==> src/rtl/mem_access_seq.sv <==
// Memory access sequencer: orders MAR load, MDR enable/select and memory strobes around the ready handshake.
// Optional wait-state timeout is enabled by defining MEM_SEQ_TIMEOUT_EN.
module mem_access_seq #(
    parameter int TIMEOUT = 15
) (
    input  logic clock,
    input  logic clear_n,
    input  logic rd_req,
    input  logic wr_req,
    input  logic mem_ready,
    output logic mar_in,
    output logic mdr_in,
    output logic mdr_read,
    output logic mem_read,
    output logic mem_write,
    output logic busy,
    output logic done,
    output logic err
);

    typedef enum logic [2:0] {
        IDLE, LOAD_MAR, WR_MDR, RD_WAIT, RD_CAP, WR_WAIT, DONE
    } state_t;

    state_t state, nxt;
    logic   op_wr;
    logic   to_hit;

`ifdef MEM_SEQ_TIMEOUT_EN
    localparam int CW = $clog2(TIMEOUT + 1);
    logic [CW-1:0] cnt;

    // The wait cycle that would bring the counter to TIMEOUT is the last one allowed.
    assign to_hit = !mem_ready && (cnt == CW'(TIMEOUT - 1));

    always_ff @(posedge clock or negedge clear_n) begin
        if (!clear_n) begin
            cnt <= '0;
            err <= 1'b0;
        end else begin
            if ((nxt == RD_WAIT || nxt == WR_WAIT) && state == nxt) begin
                if (cnt != CW'(TIMEOUT))
                    cnt <= cnt + 1'b1;
            end else begin
                cnt <= '0;
            end
            if (state == IDLE && (rd_req || wr_req))
                err <= 1'b0;
            else if ((state == RD_WAIT || state == WR_WAIT) && to_hit)
                err <= 1'b1;
        end
    end
`else
    assign to_hit = 1'b0;
    assign err    = 1'b0;
`endif

    always_comb begin
        nxt = state;
        case (state)
            IDLE:     if (rd_req || wr_req) nxt = LOAD_MAR;
            LOAD_MAR: nxt = op_wr ? WR_MDR : RD_WAIT;
            WR_MDR:   nxt = WR_WAIT;
            RD_WAIT:  if (mem_ready) nxt = RD_CAP;
                      else if (to_hit) nxt = DONE;
            RD_CAP:   nxt = DONE;
            WR_WAIT:  if (mem_ready || to_hit) nxt = DONE;
            DONE:     nxt = IDLE;
            default:  nxt = IDLE;
        endcase
    end

    // Outputs are registered from the next state so they line up with the state they describe.
    always_ff @(posedge clock or negedge clear_n) begin
        if (!clear_n) begin
            state     <= IDLE;
            op_wr     <= 1'b0;
            mar_in    <= 1'b0;
            mdr_in    <= 1'b0;
            mdr_read  <= 1'b0;
            mem_read  <= 1'b0;
            mem_write <= 1'b0;
            busy      <= 1'b0;
            done      <= 1'b0;
        end else begin
            state <= nxt;
            if (state == IDLE && (rd_req || wr_req))
                op_wr <= !rd_req;
            mar_in    <= (nxt == LOAD_MAR);
            mdr_in    <= (nxt == WR_MDR) || (nxt == RD_CAP);
            mdr_read  <= (nxt == RD_CAP);
            mem_read  <= (nxt == RD_WAIT) || (nxt == RD_CAP);
            mem_write <= (nxt == WR_WAIT);
            busy      <= (nxt != IDLE);
            done      <= (nxt == DONE);
        end
    end

endmodule

==> config.mk <==
export PLATFORM = sky130hd
export DESIGN_NAME = mem_access_seq
export DESIGN_NICKNAME = d
export VERILOG_FILES = /design/src/rtl/mem_access_seq.sv
export SDC_FILE = /design/constraint.sdc
export NUM_CORES = 1
export LEC_CHECK = 0
export ABC_AREA = 1
export ABC_CLOCK_PERIOD_IN_PS = 1000
export BUFFER_PORTS_ARGS = -buffer_cell sky130_fd_sc_hd__buf_2
export CAP_MARGIN = 10
export CORE_AREA = 2 2 39 41
export DETAILED_ROUTE_END_ITERATION = 8
export DIE_AREA = 0 0 41 43
export PLACE_DENSITY_LB_ADDON = 0.25
export SYNTH_ARGS = -nofsm -noshare
export SYNTH_HDL_FRONTEND = slang
export SYNTH_SLANG_ARGS = --single-unit
==> constraint.sdc <==
create_clock -name clock -period 1 [get_ports clock]
set_clock_uncertainty 0.15 [all_clocks]
set_input_delay 0.05 -clock clock [delete_from_list [all_inputs] [get_ports clock]]
set_output_delay 0.05 -clock clock [all_outputs]
set_load 0.05 [all_outputs]
==> reports/metrics.cfg, run 1 <==
[clock_network]
clk_pin_slew_ns=0.07
ctsRootBufferMaster=clkbuf_4
cts_htree_levels=1
cts_buffer_depth=2
worstSkewPairLatency_ns=0.27
cts_sinks=11
cts_made_buffers=3
cts_tree=done

[synthesis]
synthesis.area_um2=490
synth_area_per_cell_um2=8.92
synth_cells=55
yosys_warnings=0
syn_nets=60
ys_seq_area_share_pct=56.1
ys_types=17
ys_seq_elements=11

[hold_path]
hp-start=mem_ready
min_path_type=primary input to flip-flop
min_to=mdr_read$_DFF_PN0_
whs_path_depth=3

[power_and_ir_drop]
p_per_area_nw_per_um2=3640
leakage_uw=0.000421
ir_worst_vdd_v=0.00168

[placement]
port_buffers=11
dpl.cell_count=87
pre_cts_ws_ns=-0.263
finalWeightedCongestion=0.743
hpwl_um=675

[run_status]
violations=negative setup slack
outcome=finished with violations

[die]
coreArea_um2=1380
start_util_pct=35.4
rows=14
pin_count=13
die_w_um=41
dieHeight_um=43
die-area_um2=1760

[sta]
hold_violations=0
fin_crit_sh_pct=125
finalMaxSlewViolations=0
rsz0062_at_grt=yes
fin_ws_ns=-0.251
setup_viol=12
max_freq_mhz=799
finalCriticalPeriod_ns=1.25

[detailed_routing]
drt_iter0_drc=10
route.detailed.drc=0
drtAntennaViolNets=0
vias=418
wl_per_cell_um=10.4
dr.pass1.iters=4
wirelength_um=1020
routed_via_density=4.27

[grt]
grt.total_usage_pct=15.7
grt_pass1_vias=424
grt_first_pass_wirelength_um=1820
overflow=0
antenna_found_initial=0
grt_max_degree=12

[critical_path]
path_max_fanout=5
crit_path_start_kind=flip-flop
cp_data_arrival_time_ns=1.31
endpoint_kind=flip-flop
reg2reg_to=mem_write$_DFF_PN0_
rrSetupSlack_ns=-0.25
rr_startpoint=state[2]$_DFF_PN0_
path_class=flip-flop to flip-flop
worstPathRequired_ns=1.06
r2r_cells=7

[cells_and_area]
syn_to_final_growth_pct=58.4
fillCellCount=125
drive_gt1_share_pct=54.9
finalNetCount=88
fin_util_pct=56.1
antennaDiodeCount=0
layoutNonFillerInstCount=98

[job]
cap_violations=0

per-layer routing:
| layer | part of all wire [%] | track usage (%) |
|---|---|---|
| met5 | 0 | 0 |
| met4 | 4.7 | 12.0 |
| met1 | 40 | 18.3 |
| met2 | 51 | 23.4 |
| met3 | 3.7 | 3.66 |
power breakdown:
group	switching (uW)	total (uW)	internal, uW
Sequential	153	785	632
Combinational	980	1730	755
Clock	152	306	155
Total	1280	2830	1540
cells by family (layout without fill, tap and decap cells):
family | count (synthesis) | in the layout | synth area share (%)
flops | 11 | 11 | 56.1
compound gates | 4 | 4 | 5.87
other cells | 1 | 1 | 0.765
buf+inv | 12 | 39 | 9.95
simple gates | 27 | 27 | 27.3
cells in the final DEF (no fill, tap or decap), drive strengths merged:
| cell type | instances |
|---|---|
| nand2 | 18 |
| dlygate4sd3 | 2 |
| buf | 22 |
| conb | 1 |
| nor2 | 5 |
| clkbuf | 4 |
| nor3 | 1 |
| o21bai | 1 |
| inv | 11 |
| o211ai | 1 |
| nand3 | 3 |
| dfrtp | 11 |
| o21ai | 2 |
registers in the layout, indices dropped and copies added (netlist names):
| name | flops |
|---|---|
| busy | 1 |
| done | 1 |
| mar_in | 1 |
| mdr_in | 1 |
| mdr_read | 1 |
| mem_read | 1 |
| mem_write | 1 |
| op_wr | 1 |
| state | 3 |
worst max path at each step:
stage	startpoint	to	slack (ns)	depth (start not counted)
after CTS	state[2]$_DFF_PN0_	mem_write$_DFF_PN0_	-0.27	7
final	state[2]$_DFF_PN0_	mem_write$_DFF_PN0_	-0.25	7
after detailed placement	state[2]$_DFF_PN0_	mem_write$_DFF_PN0_	-0.26	7
after global routing	state[2]$_DFF_PN0_	mem_write$_DFF_PN0_	-0.32	5
after floorplan	state[1]$_DFF_PN0_	busy$_DFF_PN0_	-0.13	7
after global placement	state[2]$_DFF_PN0_	busy$_DFF_PN0_	-0.23	7
critical path, stage by stage, from the launching register on:
cell and delay, ns:
dfrtp_2 0.46, inv_4 0.09, nand2_2 0.06, nand2_2 0.09, nand2_2 0.07, nand3_4 0.09
nand2_1 0.08, nor2_2 0.09
cell type report:
class	count	area, um^2	area share (%)
inverters	11	43.8	5.64
repair buffers	24	216	27.9
flip-flops and latches	11	278	35.7
clock buffers	4	26.3	3.38
well taps	16	20.0	2.58
multi-input cells	32	193	24.8
stage by stage:
step	setup TNS (ns)	hold slack, ns	power [uW]	instance area [um^2]
final	-1.80	0.00866	2830	777
after global routing	-2.62	0.0150	3040	777
after CTS	-1.79	-0.0160	2770	763
after detailed placement	-1.45	-0.217	2040	603
after global placement	-1.27	-0.219	2010	603
after floorplan	-0.492	-0.396	1650	490
Yosys cell counts:
library cell | count | area (um^2)
o21ai_0 | 1 | 5.00
nor2_1 | 4 | 15.0
nand3_1 | 1 | 5.00
dfrtp_1 | 11 | 275
inv_2 | 2 | 7.51
nand3_2 | 1 | 10.0
nand2_2 | 3 | 18.8
nor2_2 | 1 | 6.26
conb_1 | 1 | 3.75
inv_1 | 9 | 33.8
nor3_1 | 1 | 5.00
nand3_4 | 1 | 17.5
buf_4 | 1 | 7.51
o211ai_1 | 1 | 7.51
o21bai_2 | 1 | 11.3
nand2_1 | 15 | 56.3
o21ai_1 | 1 | 5.00
repair_timing:
item,in CTS,in global routing
buffers inserted,5,0
hold endpoints to repair,13,0
pin swaps,7,3
resized for setup,26,5
setup endpoints to repair,18,18
hold buffers,2,0
Power figures use the tool's default switching activity.
==> run 2, diff against run 1 <==
--- a/config.mk
+++ b/config.mk
@@ -12,6 +12,7 @@
 export CORE_AREA = 2 2 39 41
 export DETAILED_ROUTE_END_ITERATION = 8
 export DIE_AREA = 0 0 41 43
+export GPL_TIMING_DRIVEN = 0
 export PLACE_DENSITY_LB_ADDON = 0.25
 export SYNTH_ARGS = -nofsm -noshare
 export SYNTH_HDL_FRONTEND = slang
==> reports/metrics.cfg, run 2 (synthesis results as in run 1) <==
[run_status]
outcome=finished with violations  ; unchanged
violations=negative hold slack, negative setup slack  ; was negative setup slack

[critical_path]
crit_slowest_cell=dfrtp_2  ; unchanged
path_class=flip-flop to flip-flop  ; unchanged
crit_buf_inv=1  ; unchanged
path_cells=nor2_1, nand3_2, buf_4, o21ai_1  ; was inv_4, nand2_2, nand2_2, nand2_2, nand3_4, nand2_1, nor2_2
crit_end=op_wr$_DFFE_PN0P_  ; was mem_write$_DFF_PN0_
r2r_cells=4  ; was 7
slowest_delay_ns=0.45  ; was 0.46 ns
crit_path_start_kind=flip-flop  ; unchanged
cp_data_arrival_time_ns=1.27  ; was 1.31 ns
path_max_fanout=5  ; unchanged
crit_family=flip-flops  ; was simple AND/OR/NAND/NOR gates
cp.depth=4  ; was 7
rr_startpoint=state[2]$_DFF_PN0_  ; unchanged
reg2reg_to=op_wr$_DFFE_PN0P_  ; was mem_write$_DFF_PN0_
worstSetupStartpoint=state[2]$_DFF_PN0_  ; unchanged
rrSetupSlack_ns=-0.22  ; was -0.25 ns
endpoint_kind=flip-flop  ; unchanged
worstPathRequired_ns=1.05  ; was 1.06 ns

[clock_network]
clk_pin_slew_ns=0.07  ; about the same
cts_made_buffers=3  ; unchanged
cts_sinks=11  ; unchanged
cts_buffer_depth=2  ; unchanged
ctsHoldBuffers=2  ; unchanged
cts_htree_levels=1  ; unchanged
ctsRootBufferMaster=clkbuf_4  ; unchanged
worstSkewPairLatency_ns=0.27  ; about the same
cts_tree=done  ; unchanged

[cells_and_area]
antennaDiodeCount=0  ; unchanged
layoutNonFillerInstCount=96  ; was 98
syn_to_final_growth_pct=50.0  ; was 58.4%
largest_register_ffs=3  ; unchanged
final_cell_mix=nand2_1 (12), dfrtp_1 (10), buf_4 (9)  ; was nand2_1 (11), buf_6 (11), dfrtp_1 (9)
drive_gt1_share_pct=47.5  ; was 54.9%
fin_area_um2=736  ; was 777 um^2
fillCellCount=138  ; was 125
largest-register=state  ; unchanged
mostFrequentLayoutCell=nand2_1
finalNetCount=86  ; was 88

[grt]
grt_pass1_vias=369  ; was 424
grt_first_pass_wirelength_um=1480  ; was 1820 um
antenna_found_initial=0  ; unchanged
overflow=0  ; unchanged
grt.total_usage_pct=13.8  ; was 15.7%
grt_max_degree=12  ; unchanged

[die]
coreArea_um2=1380  ; unchanged
start_util_pct=35.4  ; unchanged
rows=14  ; unchanged
dieHeight_um=43  ; unchanged
die_w_um=41  ; unchanged
pin_count=13  ; unchanged
die-area_um2=1760  ; unchanged

[placement]
dpl.cell_count=82  ; was 87
finalWeightedCongestion=0.716  ; was 0.743
hpwl_um=571  ; was 675 um
dpl_cell_area_um2=566  ; was 603 um^2
port_buffers=11  ; unchanged

[detailed_routing]
dr.pass1.iters=2  ; was 4
drtAntennaViolNets=0  ; unchanged
vias=417  ; was 418
routed_via_density=4.34  ; was 4.27
drt_iter0_drc=4  ; was 10
wirelength_um=976  ; was 1020 um
route.detailed.drc=0  ; unchanged
wl_per_cell_um=10.2  ; was 10.4 um

[sta]
finalCriticalPeriod_ns=1.22  ; was 1.25 ns
fin_crit_sh_pct=122  ; was 125%
finalMaxSlewViolations=0  ; unchanged
max_freq_mhz=822  ; was 799 MHz
fin_ws_ns=-0.217  ; was -0.251 ns
setup_viol=12  ; unchanged
rsz0062_at_grt=yes  ; unchanged
hold_violations=1  ; was 0
worst_hold_slack_ns=-0.0152  ; was 0.00866 ns

[hold_path]
min_path_type=primary input to flip-flop  ; unchanged

[power_and_ir_drop]
leakage_uw=0.000410  ; was 0.000421 uW
power_uw=2660  ; was 2830 uW
p_per_area_nw_per_um2=3610  ; was 3640 nW/um^2
ir_worst_vdd_v=0.00152  ; was 0.00168 V

[job]
cap_violations=0  ; unchanged

==> run 2: cell types whose count changed in the layout (fill, tap and decap cells not counted) <==
cell and delta:
buf_6 -4, buf_4 +2, nor2_1 +2, nor2_2 -2, dfrtp_1 +1, dfrtp_2 -1
inv_1 +1, inv_4 -1, nand2_1 +1, nand2_2 -1
==> run 2: area by class of cell <==
class	instances	area, um^2	share of cell area, %
inverter	11	41.3	5.61
buffer	1	7.51	1.02
sequential	11	277	37.6
clock buffer	4	26.3	3.57
timing repair buffer	21	179	24.3
multi-input combinational	32	185	25.2
tap	16	20.0	2.72
==> run 2: report_power, final <==
group          internal [uW]  total (uW)  leakage [uW]  switching (uW)
Clock                    155         312     0.0000150             157
Combinational            658        1580      0.000257             920
Sequential               628         766      0.000138             138
Total                   1440        2660      0.000410            1220
==> run 2: worst min path at each step <==
stage	endpoint	slack (ns)	from	cells after the start
2_1_floorplan	busy$_DFF_PN0_	-0.40	clear_n	0
3_3_place_gp	state[2]$_DFF_PN0_	-0.22	clear_n	1
3_5_place_dp	state[2]$_DFF_PN0_	-0.21	clear_n	1
4_1_cts	mdr_read$_DFF_PN0_	-0.05	mem_ready	3
5_1_grt	mdr_read$_DFF_PN0_	0.006	mem_ready	3
6_report	mdr_read$_DFF_PN0_	-0.02	mem_ready	3
==> run 2: metrics by stage <==
| step | hold slack (ns) | setup TNS, ns | setup WS (ns) | utilization [%] |
|---|---|---|---|---|
| after global placement | -0.219 | -1.09 | -0.232 | 40.9 |
| after floorplan | -0.396 | -0.492 | -0.126 | - |
| after global routing | 0.00579 | -2.47 | -0.315 | 53.2 |
| final | -0.0152 | -1.58 | -0.217 | 53.2 |
| after detailed placement | -0.214 | -1.14 | -0.246 | 40.9 |
| after CTS | -0.0536 | -1.35 | -0.217 | 50.5 |
==> run 2: per-layer routing <==
metal | wire [um] | track usage [%]
met5 | 0 | 0
met4 | 61 | 18.0
met3 | 38 | 3.14
met2 | 461 | 17.2
met1 | 414 | 16.1
==> run 2: repair_timing <==
item,4_1_cts,5_1_grt
endpoints found under the hold margin,13,1
buffers inserted,5,3
endpoints found under the setup margin,16,17
resized for setup,17,4
pin swaps,1,2
==> run 2: worst reg2reg max path, stage by stage, from the launching register on <==
cell	delay (ns)
dfrtp_2	0.45
nor2_1	0.14
nand3_2	0.14
buf_4	0.16
o21ai_1	0.11
